## src/rtl/approx_add_pkg.sv

```systemverilog
// Shared definitions for the LOA approximate adder: k clamping and a
// width-generic combinational golden model of the approximate sum.
package approx_add_pkg;

    localparam int unsigned APPROX_MAX_DFLT = 4;
    localparam int unsigned K_W             = $clog2(APPROX_MAX_DFLT + 1);
    localparam int unsigned MODEL_W         = 64;

    function automatic int unsigned k_clamp(input int unsigned k, input int unsigned approx_max);
        return (k > approx_max) ? approx_max : k;
    endfunction

    // Operands are zero-extended into MODEL_W bits; the result is exact for any WIDTH < MODEL_W.
    function automatic logic [MODEL_W:0] loa_sum(input logic [MODEL_W-1:0] a,
                                                 input logic [MODEL_W-1:0] b,
                                                 input int unsigned       k);
        logic [MODEL_W:0] lo;
        logic [MODEL_W:0] up;
        logic [MODEL_W:0] c;
        lo = {1'b0, (a | b) & ~({MODEL_W{1'b1}} << k)};
        c  = '0;
        if (k != 0) c[0] = ((a & b) >> (k - 1)) & 1;
        up = ({1'b0, a >> k} + {1'b0, b >> k} + c) << k;
        return up | lo;
    endfunction

endpackage

```

## src/rtl/approx_err_stats.sv

```systemverilog
// Running error statistics on the result stream: saturating sample and
// error counters plus a max-error tracker, with clear folding in a coincident beat.
module approx_err_stats #(
    parameter int unsigned DATA_W = 9,
    parameter int unsigned STAT_W = 16
) (
    input  logic              clk,
    input  logic              rst,
    input  logic              hs,
    input  logic              clr,
    input  logic [DATA_W-1:0] err,
    output logic [STAT_W-1:0] err_cnt,
    output logic [DATA_W-1:0] err_max,
    output logic [STAT_W-1:0] samples
);

    logic err_nz;

    assign err_nz = (err != '0);

    always_ff @(posedge clk) begin
        if (rst) begin
            err_cnt <= '0;
            err_max <= '0;
            samples <= '0;
        end else if (clr) begin
            // A beat completing on the clear cycle becomes the first sample.
            err_cnt <= hs ? STAT_W'(err_nz) : '0;
            err_max <= hs ? err : '0;
            samples <= hs ? STAT_W'(1) : '0;
        end else if (hs) begin
            if (samples != '1) samples <= samples + 1'b1;
            if (err_nz && (err_cnt != '1)) err_cnt <= err_cnt + 1'b1;
            if (err > err_max) err_max <= err;
        end
    end

endmodule

```

## src/rtl/approx_loa_add_pipe.sv

```systemverilog
// Two-stage pipelined lower-part-OR approximate adder with run-time k,
// exact reference, per-beat absolute error and on-chip error statistics.
module approx_loa_add_pipe
    import approx_add_pkg::*;
#(
    parameter  int unsigned WIDTH      = 8,
    parameter  int unsigned APPROX_MAX = 4,
    parameter  int unsigned STAT_W     = 16,
    localparam int unsigned K_BITS     = $clog2(APPROX_MAX + 1)
) (
    input  logic              clk,
    input  logic              rst,
    input  logic              in_valid,
    output logic              in_ready,
    input  logic [WIDTH-1:0]  in_a,
    input  logic [WIDTH-1:0]  in_b,
    input  logic [K_BITS-1:0] in_k,
    output logic              out_valid,
    input  logic              out_ready,
    output logic [WIDTH:0]    out_sum,
    output logic [WIDTH:0]    out_err,
    input  logic              stat_clr,
    output logic [STAT_W-1:0] stat_err_cnt,
    output logic [WIDTH:0]    stat_err_max,
    output logic [STAT_W-1:0] stat_samples
);

    logic              s1_valid;
    logic [WIDTH-1:0]  s1_lo_or;
    logic [WIDTH-1:0]  s1_ua;
    logic [WIDTH-1:0]  s1_ub;
    logic              s1_c;
    logic [K_BITS-1:0] s1_keff;
    logic [WIDTH:0]    s1_exact;

    logic              s2_advance;
    logic [31:0]       keff_in;
    logic [31:0]       s1_keff_w;
    logic [WIDTH-1:0]  lo_mask;
    logic [WIDTH-1:0]  ab_and;
    logic              c_in;
    logic [WIDTH:0]    up_sum;
    logic [WIDTH:0]    approx;
    logic [WIDTH:0]    abs_err;

    assign s2_advance = !out_valid || out_ready;
    assign in_ready   = !s1_valid || s2_advance;

    assign keff_in = k_clamp(32'(in_k), APPROX_MAX);
    assign lo_mask = ~({WIDTH{1'b1}} << keff_in);
    assign ab_and  = in_a & in_b;

    // Carry into the exact part comes from the top approximated bit.
    always_comb begin
        c_in = 1'b0;
        for (int unsigned i = 0; i < WIDTH; i++) begin
            if (i + 1 == keff_in) c_in = ab_and[i];
        end
    end

    always_ff @(posedge clk) begin
        if (rst) begin
            s1_valid <= 1'b0;
        end else if (in_ready) begin
            s1_valid <= in_valid;
            if (in_valid) begin
                s1_lo_or <= (in_a | in_b) & lo_mask;
                s1_c     <= c_in;
                s1_ua    <= in_a >> keff_in;
                s1_ub    <= in_b >> keff_in;
                s1_keff  <= K_BITS'(keff_in);
                s1_exact <= {1'b0, in_a} + {1'b0, in_b};
            end
        end
    end

    assign s1_keff_w = 32'(s1_keff);

    always_comb begin
        up_sum  = {1'b0, s1_ua} + {1'b0, s1_ub} + (WIDTH + 1)'(s1_c);
        approx  = (up_sum << s1_keff_w) | {1'b0, s1_lo_or};
        abs_err = (s1_exact >= approx) ? (s1_exact - approx) : (approx - s1_exact);
    end

    always_ff @(posedge clk) begin
        if (rst) begin
            out_valid <= 1'b0;
            out_sum   <= '0;
            out_err   <= '0;
        end else if (s2_advance) begin
            out_valid <= s1_valid;
            if (s1_valid) begin
                out_sum <= approx;
                out_err <= abs_err;
            end
        end
    end

    approx_err_stats #(
        .DATA_W (WIDTH + 1),
        .STAT_W (STAT_W)
    ) u_stats (
        .clk     (clk),
        .rst     (rst),
        .hs      (out_valid && out_ready),
        .clr     (stat_clr),
        .err     (out_err),
        .err_cnt (stat_err_cnt),
        .err_max (stat_err_max),
        .samples (stat_samples)
    );

endmodule

```

## config.mk

```make
export PLATFORM = sky130hd
export DESIGN_NAME = approx_loa_add_pipe
export DESIGN_NICKNAME = d
export VERILOG_FILES = /design/src/rtl/approx_add_pkg.sv /design/src/rtl/approx_err_stats.sv /design/src/rtl/approx_loa_add_pipe.sv
export SDC_FILE = /design/constraint.sdc
export NUM_CORES = 1
export LEC_CHECK = 0
export CAP_MARGIN = 20
export CORE_MARGIN = 1.5
export CORE_UTILIZATION = 56
export CTS_BUF_LIST = sky130_fd_sc_hd__clkbuf_8
export CTS_CLUSTER_DIAMETER = 80
export CTS_CLUSTER_SIZE = 20
export DETAILED_ROUTE_END_ITERATION = 8
export PLACE_DENSITY = 0.81
export SYNTH_ARGS = -nofsm -noshare
export SYNTH_HDL_FRONTEND = slang
export SYNTH_SLANG_ARGS = --single-unit
```

## constraint.sdc

```tcl
create_clock -name clk -period 4.6 [get_ports clk]
set_input_delay 1.38 -clock clk [delete_from_list [all_inputs] [get_ports clk]]
set_output_delay 1.38 -clock clk [all_outputs]
set_load 0.05 [all_outputs]
```

======== After elaboration in Yosys (flattened, before gate mapping) ========
Cells that the tools add are included.
word-level totals
  register bits after elaboration ......... 98
  bits of input ports ..................... 24
  word-level logic and storage cells ...... 81
cells by class
  shifts and indexed selects .............. 4
  add/subtract/negate cells ............... 7
  reduce and logical (&&, ||, !) cells .... 16
  bitwise logic cells ..................... 6
  equality and inequality tests ........... 10
  order comparisons ....................... 3
  multiplexer cells ....................... 22
operators with widths
  operator                 number
  $mux W16                 6
  $mux W9                  5
  $add A16 B1 Y16 const B  2
  $ne A16 B16 Y1 const B   2
  $add A8 B8 Y9            2
  $sub A9 B9 Y9            2
  $and A8 B8 Y8            2
  $shr A8 B3 Y8            2
  $eq A3 B3 Y1 const A     4
  $mux W1                  10
  $add A9 B1 Y9            1
  $ge A9 B9 Y1             1
  $gt A9 B9 Y1             1
  $or A9 B8 Y9             1
  $reduce_bool A9 Y1       1
  $shl A9 B3 Y9            1
  $not A8 Y8               1
  $or A8 B8 Y8             1
  $reduce_and A2 Y1        4
  $reduce_bool A2 Y1       4
  $shl A8 B3 Y8 const A    1
  $eq A2 B3 Y1 const A     2
  $eq A4 B3 Y1 const A     1
  $eq A1 B3 Y1 const A     1
  other kinds (7)          10

======== Depth between registers and ports, before layout ========
Gate-level depths: netlist of the first run.
  depth in word-level cells ............... 11
  depth in mapped cells ................... 20

======== By module ========
From an unflattened synthesis of the first run, not the netlist that was laid out.
second synthesis, totals
  cells, all modules ...................... 714
  area total of the unflattened synthesis .. 6,362.4 µm²
modules (own cells, without submodules)
  module               seq. area each (µm²)  cells each  area each (µm²)  instances
  approx_loa_add_pipe  1,481.4               466         4,167.7          1
  approx_err_stats     820.8                 248         2,194.6          1

======== Worst setup path after synthesis of the first run ========
No wires, ideal clock.
  path type ............................... register to register
  start point ............................. register s1_ua[0]
  end point ............................... register out_err[3]
  stages on the path, launching flop included .. 21
  path buffers ............................ 0
  arrival ................................. 4,022 ps
  clock period less this slack ............ 4,155 ps
  path slack .............................. 445 ps
  path through ............................ edfxtp_1 -> fa_1 -> inv_1 -> fa_1 -> nand2b_1 -> a21oi_1 -> xnor2_1 -> mux4_2 -> nor2_1 -> nor3_1 -> inv_1 -> ha_1 -> and2_1 -> o21ai_1 -> o21ai_1 -> a41oi_1 -> o211ai_1 -> nor2_4 -> mux2i_1 -> xor2_1 -> a21oi_1
between the ends
  longest elaborated chain between the ends .. 6
  elaborated cells between the ends (all ways) .. 8
  classes of those cells .................. add/sub (4); order compare (1); shift (1); mux (1); bitwise (1)
ends and longest elaborated chain
  what                      RTL line                   RTL
  start: declaration        approx_loa_add_pipe.sv:30  logic [WIDTH-1:0] s1_ua;
  start signal: assignment  approx_loa_add_pipe.sv:69  s1_ua <= in_a >> keff_in;
  $add A8 B8 Y9             approx_loa_add_pipe.sv:80  up_sum = {1'b0, s1_ua} + {1'b0, s1_ub} + (WIDTH + 1)'(s1_c);
  $add A9 B1 Y9             approx_loa_add_pipe.sv:80
  $shl A9 B3 Y9             approx_loa_add_pipe.sv:81  approx = (up_sum << s1_keff_w) | {1'b0, s1_lo_or};
  $or A9 B8 Y9              approx_loa_add_pipe.sv:81
  named net approx[4]       approx_loa_add_pipe.sv:43  logic [WIDTH:0] approx;
  $ge A9 B9 Y1              approx_loa_add_pipe.sv:82  abs_err = (s1_exact >= approx) ? (s1_exact - approx) : (approx - s1_exact);
  $mux W9                   approx_loa_add_pipe.sv:82
  end signal: assignment    approx_loa_add_pipe.sv:94  out_err <= abs_err;
  end: declaration          approx_loa_add_pipe.sv:21  output logic [WIDTH:0] out_err,
The timed path passes the listed nets, and every way through them passes these cells.
A chain may end at the register's enable or synchronous reset.

======== Final worst setup path of the first run ========
Same ends and word-level chain as after synthesis.

==> metrics list, run 1 <==
* Status: finished, final reports clean
- Sort of element at the start of the critical path: flop
- Maximum number of pins on one net before global-route repair: 37
* Clk slew on worst S/H paths: 0.09 ns
- Vias/cell: 5.77
* WP data required: 4.87 ns
- The synthesized netlist occupies a cell area of 6140 um2.
- Largest voltage drop on the vdd net: 0.199 mV
* Capturing element type of the critical path: flop
- Area share of the leading cell type in the synthesized netlist: 0.199
- Final-layout fill cell count: 891
- Of the total synthesized cell area, the portion taken by full adders, half adders and majority gates is 0.116.
- HPWL reported at the end of detailed placement: 11800 um
- Antenna violations before repair: 0
- Along the worst path, the maximum fanout reaches 6.
- The floorplan step set the die width to 108 um.
- Of the total synthesized cell area, the portion taken by AND, OR, NAND and NOR gates is 0.169.
- Final design utilization: 0.688
* Total of endpoints with negative setup slack in the final report: 0
* Most common library cell in the layout ignoring fill and taps: sky130_fd_sc_hd__nor2_1
- Dominant cells by area after synthesis: sky130_fd_sc_hd__dfxtp_1, sky130_fd_sc_hd__edfxtp_1, sky130_fd_sc_hd__ha_1, sky130_fd_sc_hd__nor2_1, sky130_fd_sc_hd__xor2_1
- Detailed Routing Iterations Pass 1: 6
- In this run the static leakage power is 2.98 nW.
- The detailed router finished its first iteration with 351 violations.
- After the last flow step, the layout net total stands at 854.
- Minimum clock period after layout: 4.39 ns
- TritonCTS built the clock tree.
* Number of enable-type register cells in the synthesized netlist: 36
- Registers take 2300 um2.
- The clock drives 97 sinks.
- Max-capacitance violation count: 0
- In this run the clock root is driven by a sky130_fd_sc_hd__clkbuf_8.
- Number of warning messages in the yosys log: 0
- After technology mapping, the gate count stands at 693.
* DRC errors left: 0
* Most used cells in the layout excluding fill and tap cells: sky130_fd_sc_hd__nor2_1, sky130_fd_sc_hd__clkdlybuf4s50_1, sky130_fd_sc_hd__inv_1, sky130_fd_sc_hd__dfxtp_1, sky130_fd_sc_hd__ha_1
* Overall fraction of global-route tracks in use: 0.275
- Area Growth Syn to Fin: 20.4%
- The final-report max-slew violation count came to 0.
- After synthesis, the mean cell area works out to 8.86 um2.
- Final setup skew: 0.00851 ns
- Final Hold Viols: 0
* Overflow left after global routing: 0
- Clock insertion delay at the later pin of the skew report: 0.37 ns
- Input and output buffers added on the ports amount to 84.
* Share of the synthesized netlist area taken by xor and xnor gates: 0.0628
* Wire length per cell: 16.7 um
* Total area of multi-input combinational cells: 3520 um2
- The portion of synthesized area spent on multiplexers is 0.0469.
- Layout Cell Area excl Fill: 7390 um2
* Primary FF master, synth: sky130_fd_sc_hd__dfxtp_1
* Global-route wire length before repair: 25100 um
- Power density normalized to cell area: 291 nW/um2
- For this configuration, the core starts out at a cell density of 0.571.
- Crit share post-route: 0.955
- Fraction of the yosys area taken by sequential cells: 0.375
- In this run the core area contains 38 standard-cell rows.
- Of the cells placed in the final design, the portion with a size suffix greater than 1 is 0.0640.
- From bottom edge to top edge, the die measures 108 um.
- Path type of the worst min-delay path: flop to flop
- The routed design has 15400 um of wire.
- The number of antenna diodes in the final layout is 0.
* Cell area after placement: 7140 um2
- Number of distinct library cells after synthesis: 64
- Based on the critical path, the design can be clocked at up to 228 MHz.
- The synthesized design spends more area on one cell type than any other, namely sky130_fd_sc_hd__dfxtp_1.
* Number of global-route vias before repair: 5156
* Flop and latch count out of synthesis: 97
- In the synthesized netlist the async set-or-reset flop fraction comes to 0.
- After floorplanning, the core was sized to cover 10700 um2.
* Area of the die: 11600 um2
* Number of buffers inserted during clock tree synthesis: 9
- Compound-cell area share of the yosys netlist: 0.174
- Data on the critical path arrives at its endpoint at 4.66 ns.
- Number of buffers on the longest clock path: 2
* Placer congestion estimate: 0.903
- Pin slew with the least headroom to its limit: 0.611 ns
- The H-tree generated during clock tree synthesis spans 3 levels.
- Dominant combinational cell family by area after synthesis: compound AO/OA/AOI/OAI gates
* Overall power consumption: 0.00215 W
- Summing over every cut layer, the via total after detailed routing is 5316.
- Number of buffers inserted by hold repair at cts: 0
- Top-level I/O count: 85
- The worst pin sits at a relative slew slack of 0.591.
- Final ANT Viol Nets: 0
- Critical path type: flop to flop
cell type report:
cell class / instances / area share
clock buffers: 12 / 0.0223
clock inverters: 4 / 0.00660
inverters: 61 / 0.0310
multi-input cells: 508 / 0.476
flip-flops and latches: 97 / 0.311
well taps: 140 / 0.0237
repair buffers: 99 / 0.129
what timing repair did:
item / in CTS / in global routing
resized for setup: 0 / 3
setup endpoints to repair: 0 / 7
setup buffers: 0 / 3
cell families (layout without fill, tap and decap cells):
kind of cell | count (synthesis) | in the layout
AOI/OAI and AO/OA | 161 | 161
xor gates and xnor gates | 44 | 44
adders and majority gates | 54 | 54
buffers and inverters | 90 | 176
DFF | 97 | 97
muxes | 25 | 25
other | 1 | 3
and+or+nand+nor | 221 | 221
routing by layer:
| metal | track usage | routed length (um) |
|---|---|---|
| met1 | 0.342 | 6540 |
| met2 | 0.484 | 7630 |
| met3 | 0.0291 | 799 |
| met4 | 0.117 | 422 |
| met5 | 0 | 0 |
worst paths after layout:
check	startpoint	end	slack [ns]	cells after the start
max	s1_ua[0]	out_err[3]	0.21	21
min	out_sum[6]	out_sum[6]	0.50	2
max reg2reg	s1_ua[0]	out_err[3]	0.21	21
min reg2reg	out_sum[6]	out_sum[6]	0.50	2
power breakdown:
part           total [W]  internal [W]  switching [W]  leakage, nW
Clock           0.000597      0.000297       0.000300        0.115
Sequential      0.000960      0.000930      0.0000306        0.843
Combinational   0.000593      0.000246       0.000347         2.02
sequential cells by signal (all words and copies together), names as in the netlist:
| signal | flops |
|---|---|
| out_sum | 9 |
| s1_ua | 8 |
| u_stats.samples | 16 |
| s1_keff | 3 |
| s1_lo_or | 7 |
| u_stats.err_cnt | 16 |
| s1_ub | 8 |
| out_valid | 1 |
| s1_c | 1 |
| out_err | 9 |
| s1_exact | 9 |
| s1_valid | 1 |
| u_stats.err_max | 9 |
synthesized netlist by cell type (2+ instances only):
master                     instances
sky130_fd_sc_hd__a211o_1           3
sky130_fd_sc_hd__a211oi_1         14
sky130_fd_sc_hd__a21o_1            6
sky130_fd_sc_hd__a21oi_1          40
sky130_fd_sc_hd__a222oi_1          2
sky130_fd_sc_hd__a22oi_1          10
sky130_fd_sc_hd__a31oi_1           7
sky130_fd_sc_hd__and2_1            4
sky130_fd_sc_hd__and3_1            5
sky130_fd_sc_hd__and4_1            4
sky130_fd_sc_hd__buf_1             2
sky130_fd_sc_hd__clkbuf_1         25
sky130_fd_sc_hd__dfxtp_1          61
sky130_fd_sc_hd__edfxtp_1         36
sky130_fd_sc_hd__fa_1              5
sky130_fd_sc_hd__ha_1             49
sky130_fd_sc_hd__inv_1            60
sky130_fd_sc_hd__mux2i_1          22
sky130_fd_sc_hd__mux4_2            3
sky130_fd_sc_hd__nand2_1          45
sky130_fd_sc_hd__nand2b_1          8
sky130_fd_sc_hd__nand3_1          10
sky130_fd_sc_hd__nand4_1          11
sky130_fd_sc_hd__nor2_1           97
sky130_fd_sc_hd__nor2b_1           9
sky130_fd_sc_hd__nor3_1           14
sky130_fd_sc_hd__nor3b_1           2
sky130_fd_sc_hd__nor3b_2           2
sky130_fd_sc_hd__nor4_1            2
sky130_fd_sc_hd__o211a_1           3
sky130_fd_sc_hd__o211ai_1          5
sky130_fd_sc_hd__o21a_1            7
sky130_fd_sc_hd__o21ai_0          33
sky130_fd_sc_hd__o21ai_1           6
sky130_fd_sc_hd__o21bai_1          7
sky130_fd_sc_hd__o31ai_1           2
sky130_fd_sc_hd__or2_1             2
sky130_fd_sc_hd__or3_1             2
sky130_fd_sc_hd__xnor2_1          18
sky130_fd_sc_hd__xor2_1           26
through the flow:
stage,cells,setup slack [ns],hold slack (ns),setup TNS (ns)
after floorplan,695,0.445,0.493,0
after global placement,902,0.336,0.478,0
after detailed placement,902,0.200,0.493,0
after CTS,918,0.111,0.506,0
after global routing,921,-0.0266,0.533,-0.0459
final,921,0.208,0.502,0
worst max-delay path, stage by stage, from the launching register on:
cell                       delay, ns
sky130_fd_sc_hd__edfxtp_1       0.42
sky130_fd_sc_hd__fa_1           0.48
sky130_fd_sc_hd__inv_1          0.10
sky130_fd_sc_hd__fa_1           0.22
sky130_fd_sc_hd__nand2b_1       0.14
sky130_fd_sc_hd__a21oi_1        0.10
sky130_fd_sc_hd__xnor2_1        0.27
sky130_fd_sc_hd__mux4_2         0.30
sky130_fd_sc_hd__nor2_1         0.05
sky130_fd_sc_hd__nor3_2         0.28
sky130_fd_sc_hd__inv_1          0.07
sky130_fd_sc_hd__ha_1           0.30
sky130_fd_sc_hd__and2_1         0.17
sky130_fd_sc_hd__o21ai_1        0.08
sky130_fd_sc_hd__o21ai_1        0.10
sky130_fd_sc_hd__a41oi_2        0.18
sky130_fd_sc_hd__o211ai_1       0.13
sky130_fd_sc_hd__buf_4          0.16
sky130_fd_sc_hd__nor2_4         0.22
sky130_fd_sc_hd__mux2i_1        0.24
sky130_fd_sc_hd__xor2_1         0.17
sky130_fd_sc_hd__a21oi_1        0.08
No activity file was read; power rests on OpenSTA's default activity.
==> inputs of run 2 (changes only) <==
GPL_ROUTABILITY_DRIVEN = 0   (was unset)
PLACE_DENSITY = unset   (was 0.81)
PLACE_DENSITY_LB_ADDON = 0.2   (was unset)
==> metrics list, run 2 (synthesis results as in run 1) <==
- Status: finished, final reports clean
- Minimum clock period after layout: 4.38 ns
* Critical path data arrival time: 4.63 ns
* Area of the die: 11600 um2
* Global Route met2 Usage: 0.437
* Critical Path Max Stage Delay: 0.47 ns
- Relative to the synthesized area, the layout overhead comes to 19.7%.
- TritonCTS built the clock tree.
- H-tree levels: 3
- WHS Path Cells: 2
- Derived from the worst setup path, the maximum achievable clock frequency is 228 MHz.
- Total Wirelength: 14500 um
- The total overflow left after global routing is 0.
* Cell seen most often among critical-path stages: sky130_fd_sc_hd__xnor2_1
* Post-CTS setup buffer count: 0
- The detail route stage leaves a number of antenna-violating nets equal to 0.
* Most common library cell in the layout ignoring fill and taps: sky130_fd_sc_hd__nor2_1
- Dividing total power by cell area gives a power density of 286 nW/um2.
- Share of post-route cells with drive strength above 1: 0.0581
* Maximum number of pins on one net before global-route repair: 37
* Pin slew with the least headroom to its limit: 0.588 ns
* HPWL reported at the end of detailed placement: 11100 um
- In this run the core area contains 38 standard-cell rows.
- Setup violations remaining at the end of the flow were counted as 0.
* Leakage power of the design: 2.94 nW
* Most used cells in the layout excluding fill and tap cells: sky130_fd_sc_hd__nor2_1, sky130_fd_sc_hd__clkdlybuf4s50_1, sky130_fd_sc_hd__inv_1
- Initial Util: 0.571
- Detailed Routing Iterations Pass 1: 5
- Critical Path Fanout Max: 9
- The clock arrives with 0.0137 ns of skew.
* Top-level I/O count: 85
- RSZ-0062 raised after global routing: false
* Crit share post-route: 0.951
- Clock latency on the worst-skew pair, taken at its later pin, is 0.37 ns.
- Total number of clock tree sinks: 97
- Number of antenna diodes: 0
- The first global-routing pass estimated 23300 um of wire.
* Largest voltage drop on the vdd net: 0.179 mV
* Overall fraction of global-route tracks in use: 0.254
* Capturing element type of the critical path: flop
- From bottom edge to top edge, the die measures 108 um.
- The number of cells on the worst reg-to-reg path is 17.
* Final total negative setup slack: 0 ns
- Antenna violations before repair: 0
- Clock-pin slew was measured on the worst setup and hold paths at 0.10 ns.
- Clk root buf: sky130_fd_sc_hd__clkbuf_8
- Die width: 108 um
- The slowest stage of the critical path belongs to the cell sky130_fd_sc_hd__mux4_2.
* Final Max Tran Viols: 0
- The worst hold path belongs to the class flop to flop.
* Global routing usage on met3: 0.0297
- The signal on the critical path passes through fa_1 > a211oi_2 > nor3b_2 > o21a_1 > o41a_1 > xnor2_1 > mux4_2 > nor2_1 > nor2_2 > inv_1 > ha_2 > a41oi_2 > o211ai_1 > nor2_4 > mux2i_1 > xnor2_1 > a21oi_1.
* WP data required: 4.86 ns
- For this run, design rule violations remaining after detail routing come to 0.
- Vias after detailed routing: 5295
* Area of the core region: 10700 um2
* Sort of element at the start of the critical path: flop
- # port buffers: 84
* Vias/cell: 5.79
- Met1 GRT Util: 0.314
- The number of global-route vias before repair came to 4960.
* Critical path type: flop to flop
- At the end of the flow the core is filled with cells to 0.684.
- Largest registers: u_stats.err_cnt (16), u_stats.samples (16)
* Max-slew headroom: 0.606
- Number of nets in the final layout: 848
- Across the run, the number of max-cap violations was 0.
- The final hold violation count came to 0.
- The number of clock buffers added by TritonCTS is 9.
- Wire length per cell: 15.8 um
- The layer flagged by global routing as most heavily used is met2.
* Number of violations reported at the end of detailed-routing iteration 0: 343
* Number of buffers on the longest clock path: 2
run 2: changes by cell type in the layout (fill, tap and decap cells not counted), sizes merged:
cell | before | now
buf | 15 | 9
clkbuf | 12 | 10
clkinv | 0 | 1
clkinvlp | 0 | 1
run 2: area by class of cell:
class | count | area (um2)
Tap cell | 140 | 175
Fill cell | 846 | 3400
Clock buffer | 10 | 138
Multi-Input combinational cell | 508 | 3530
Clock inverter | 6 | 60.1
Timing Repair Buffer | 93 | 908
Inverter | 61 | 229
Sequential cell | 97 | 2300
run 2: critical path, delay by kind of cell, from the launching register on:
family | cells | cell delay [ns]
flops | 1 | 0.40
simple gates | 4 | 0.65
xor+xnor | 2 | 0.30
mux | 2 | 0.74
fa+ha+maj | 2 | 0.79
buf+inv | 1 | 0.07
compound gates | 6 | 1.30
run 2: through the flow:
step           cells  power [W]  cell area (um2)  hold slack (ns)  setup WS, ns
3_3_place_gp     899    0.00152             7120            0.478         0.304
6_report         915    0.00210             7350            0.506         0.223
5_1_grt          915    0.00220             7350            0.542        0.0248
4_1_cts          915    0.00210             7320            0.508        0.0522
3_5_place_dp     899    0.00154             7120            0.494        0.0881
2_1_floorplan    695    0.00138             6150            0.493         0.445
run 2: path summary, 6_finish.rpt:
kind / start / endpoint / slack (ns)
worst min-delay path: out_sum[1] / out_sum[1] / 0.51
worst max register to register: s1_ua[0] / out_err[8] / 0.22
worst max-delay path: s1_ua[0] / out_err[8] / 0.22
worst min register to register: out_sum[1] / out_sum[1] / 0.51
run 2: power by group:
part	switching (W)	total, W	internal [W]
Sequential	0.0000306	0.000960	0.000930
Clock	0.000298	0.000562	0.000264
Combinational	0.000339	0.000578	0.000239
run 2: per-layer routing:
| metal | share of wire | vias to the layer above |
|---|---|---|
| met3 | 0.043 | 34 |
| li1 | - | 2567 |
| met2 | 0.48 | 159 |
| met4 | 0.031 | 0 |
| met1 | 0.44 | 2535 |
| met5 | 0 | - |
run 2: timing repair:
item                       4_1_cts  5_1_grt
hold buffers                     0        0
setup endpoints to repair        0        8
resized for setup                0        6
==> inputs of run 3 (changes only) <==
DONT_BUFFER_PORTS = 1   (was unset)
==> metrics list, run 3 (synthesis results as in run 1) <==
- Of the cells placed in the final design, the portion with a size suffix greater than 1 is 0.0696.
* Total Wirelength: 13600 um
* Number of antenna diodes: 0
* Total of endpoints with negative setup slack in the final report: 0
* Total internal power: 0.00141 W
- Clock skew on the completed layout was measured at 0.0129 ns.
- After routing the design area is 6510 um2.
- Across all register-to-register paths, the minimum setup slack is 0.19 ns.
* Combinational share of power: 0.221
- Largest registers: u_stats.err_cnt (16), u_stats.samples (16)
- Area of the die: 11600 um2
- The total overflow left after global routing is 0.
* Area of the core region: 10700 um2
- Maximum number of pins on one net before global-route repair: 37
* H-tree levels: 3
- Based on the critical path, the design can be clocked at up to 227 MHz.
- Die H: 108 um
- On the worst path, the slowest cell contributes a delay of 0.47 ns.
* Sw frac: 0.313
* Family with the most delay on the worst path: compound AO/OA/AOI/OAI gates
- Area Growth Syn to Fin: 6.01%
- Sort of element at the start of the critical path: flop
- For this design the total switching power over the nets is 0.000644 W.
- # port buffers: 0
* Global-route wire length before repair: 21600 um
* Most used cells in the layout excluding fill and tap cells: sky130_fd_sc_hd__nor2_1, sky130_fd_sc_hd__inv_1, sky130_fd_sc_hd__dfxtp_1
* Critical path data arrival time: 4.63 ns
- Minimum clock period after layout: 4.41 ns
* Bufs and invs on worst path: 1
- Across every metal layer, demand over resource in global routing totals 0.237.
* Total number of clock tree sinks: 97
- Leaving out fill and tap cells, the most frequent cell in the layout is sky130_fd_sc_hd__nor2_1.
- Of all nets on the critical path, the largest fanout is 9.
- The final-report max-slew violation count was 0.
* Vias/cell: 5.90
- Critical path type: flop to flop
- Power spread over the standard cell area amounts to 316 nW/um2.
- Number of buffers inserted by hold repair at cts: 0
* Number of global-route vias before repair: 4607
* Clock tree from TritonCTS: done
- Crit-path cells: fa_1 > a211oi_2 > nor3b_2 > o21a_1 > o41a_1 > xnor2_1 > mux4_2 > nor2_2 > nor2_2 > inv_1 > ha_2 > a41oi_2 > o211ai_1 > nor2_4 > mux2i_1 > xnor2_1 > a21oi_1
- For this configuration, the core starts out at a cell density of 0.571.
- WHS Path Cells: 2
- For this block, the via count after detailed routing is 4895.
* Source of the worst hold timing path: s1_valid
* Detailed Routing Iterations Pass 1: 5
- Sequential cell fraction of total power: 0.495
- Summed over all cells, the static leakage comes to 2.64 nW.
- The worst pin sits at a relative slew slack of 0.479.
- Status: finished, final reports clean
* Top-level I/O count: 85
- HPWL reported at the end of detailed placement: 10200 um
- Die width: 108 um
- The final hold violation count came to 0.
* WP data required: 4.82 ns
- The tool flagged a number of max-cap violations equal to 0.
* Clk slew on worst S/H paths: 0.09 ns
- Pin slew with the least headroom to its limit: 0.777 ns
* Capturing element type of the critical path: flop
* Standard-cell row count: 38
- TritonCTS created 9 clock buffers.
- Crit path from: s1_ua[0]
* Number of nets in the final layout: 763
- Setup slack on the critical path of the routed design comes to 0.191 ns.
* Largest voltage drop on the vdd net: 0.146 mV
- Of the total power, the clock network draws 0.284.
- DRC errors left: 0
* Path type of the worst min-delay path: flop to flop
- Reg2reg path depth: 17
- Wire length per cell: 16.4 um
- In this run the deepest clock path goes through 2 buffers.
- For this run, the share of the core covered by cells in the final layout is 0.606.
- Post-placement setup slack: 0.198 ns
- Final ANT Viol Nets: 0
- The initial antenna violation count came to 0.
* Cell area after placement: 6250 um2
- The tree is rooted in a sky130_fd_sc_hd__clkbuf_8.
* Max stage delay cell, worst path: sky130_fd_sc_hd__fa_1
- Of the available clock period, the critical path in the final layout requires 0.958.
* Clock insertion delay at the later pin of the skew report: 0.38 ns
- Number of violations reported at the end of detailed-routing iteration 0: 392
- The critical path runs through a total of 17 cells.
- In this run the critical register-to-register path is launched from s1_ua[0].
==> run 3: power by group through the flow <==
stage	sequential [W]	combinational [W]	clock [W]
global placement	0.00104	0.000418	0
global route	0.00102	0.000507	0.000626
floorplan	0.00102	0.000358	0
CTS	0.00102	0.000434	0.000593
finish	0.00102	0.000454	0.000584
detailed placement	0.00104	0.000430	0
==> run 3: worst min-delay path: cells and delay by family (launching register included) <==
| kind | cells | cell delay (ns) |
|---|---|---|
| AND/OR/NAND/NOR | 2 | 0.15 |
| flip-flops | 1 | 0.35 |
==> run 3: repair_timing <==
| item | in CTS | in global routing |
|---|---|---|
| gates resized for setup | 0 | 8 |
| setup buffers | 0 | 3 |
| setup endpoints to repair | 0 | 6 |
| endpoints found under the hold margin | 0 | 0 |
==> run 3: per-layer routing <==
metal  GRT usage  vias to the layer above  wire length [um]  share of wire
met5           0                        -                 0              0
met4       0.125                        0               474          0.035
met3      0.0593                       38              1020          0.075
met2       0.378                      197              6280           0.46
met1       0.294                     2266              5820           0.43
li1            -                     2394                 -              -
==> run 3: metrics by stage <==
| stage | std cells | hold WS [ns] | power [W] | TNS [ns] |
|---|---|---|---|---|
| after floorplan | 695 | 0.493 | 0.00138 | 0 |
| after global placement | 811 | 0.507 | 0.00145 | 0 |
| after detailed placement | 811 | 0.516 | 0.00147 | 0 |
| after CTS | 827 | 0.537 | 0.00205 | 0 |
| after global routing | 830 | 0.574 | 0.00216 | -0.173 |
| final | 830 | 0.536 | 0.00206 | 0 |
==> run 3: final cells by class <==
class / count / area (um2)
Fill cell: 940 / 4240
Multi-Input combinational cell: 508 / 3540
Sequential cell: 97 / 2300
Inverter: 61 / 229
Tap cell: 140 / 175
Clock buffer: 11 / 151
Timing Repair Buffer: 8 / 60.1
Clock inverter: 5 / 53.8
==> run 3: path summary, 6_finish.rpt <==
path,to
worst min-delay path,out_valid
worst max register to register,out_err[8]
worst max-delay path,out_err[8]
worst min register to register,out_valid
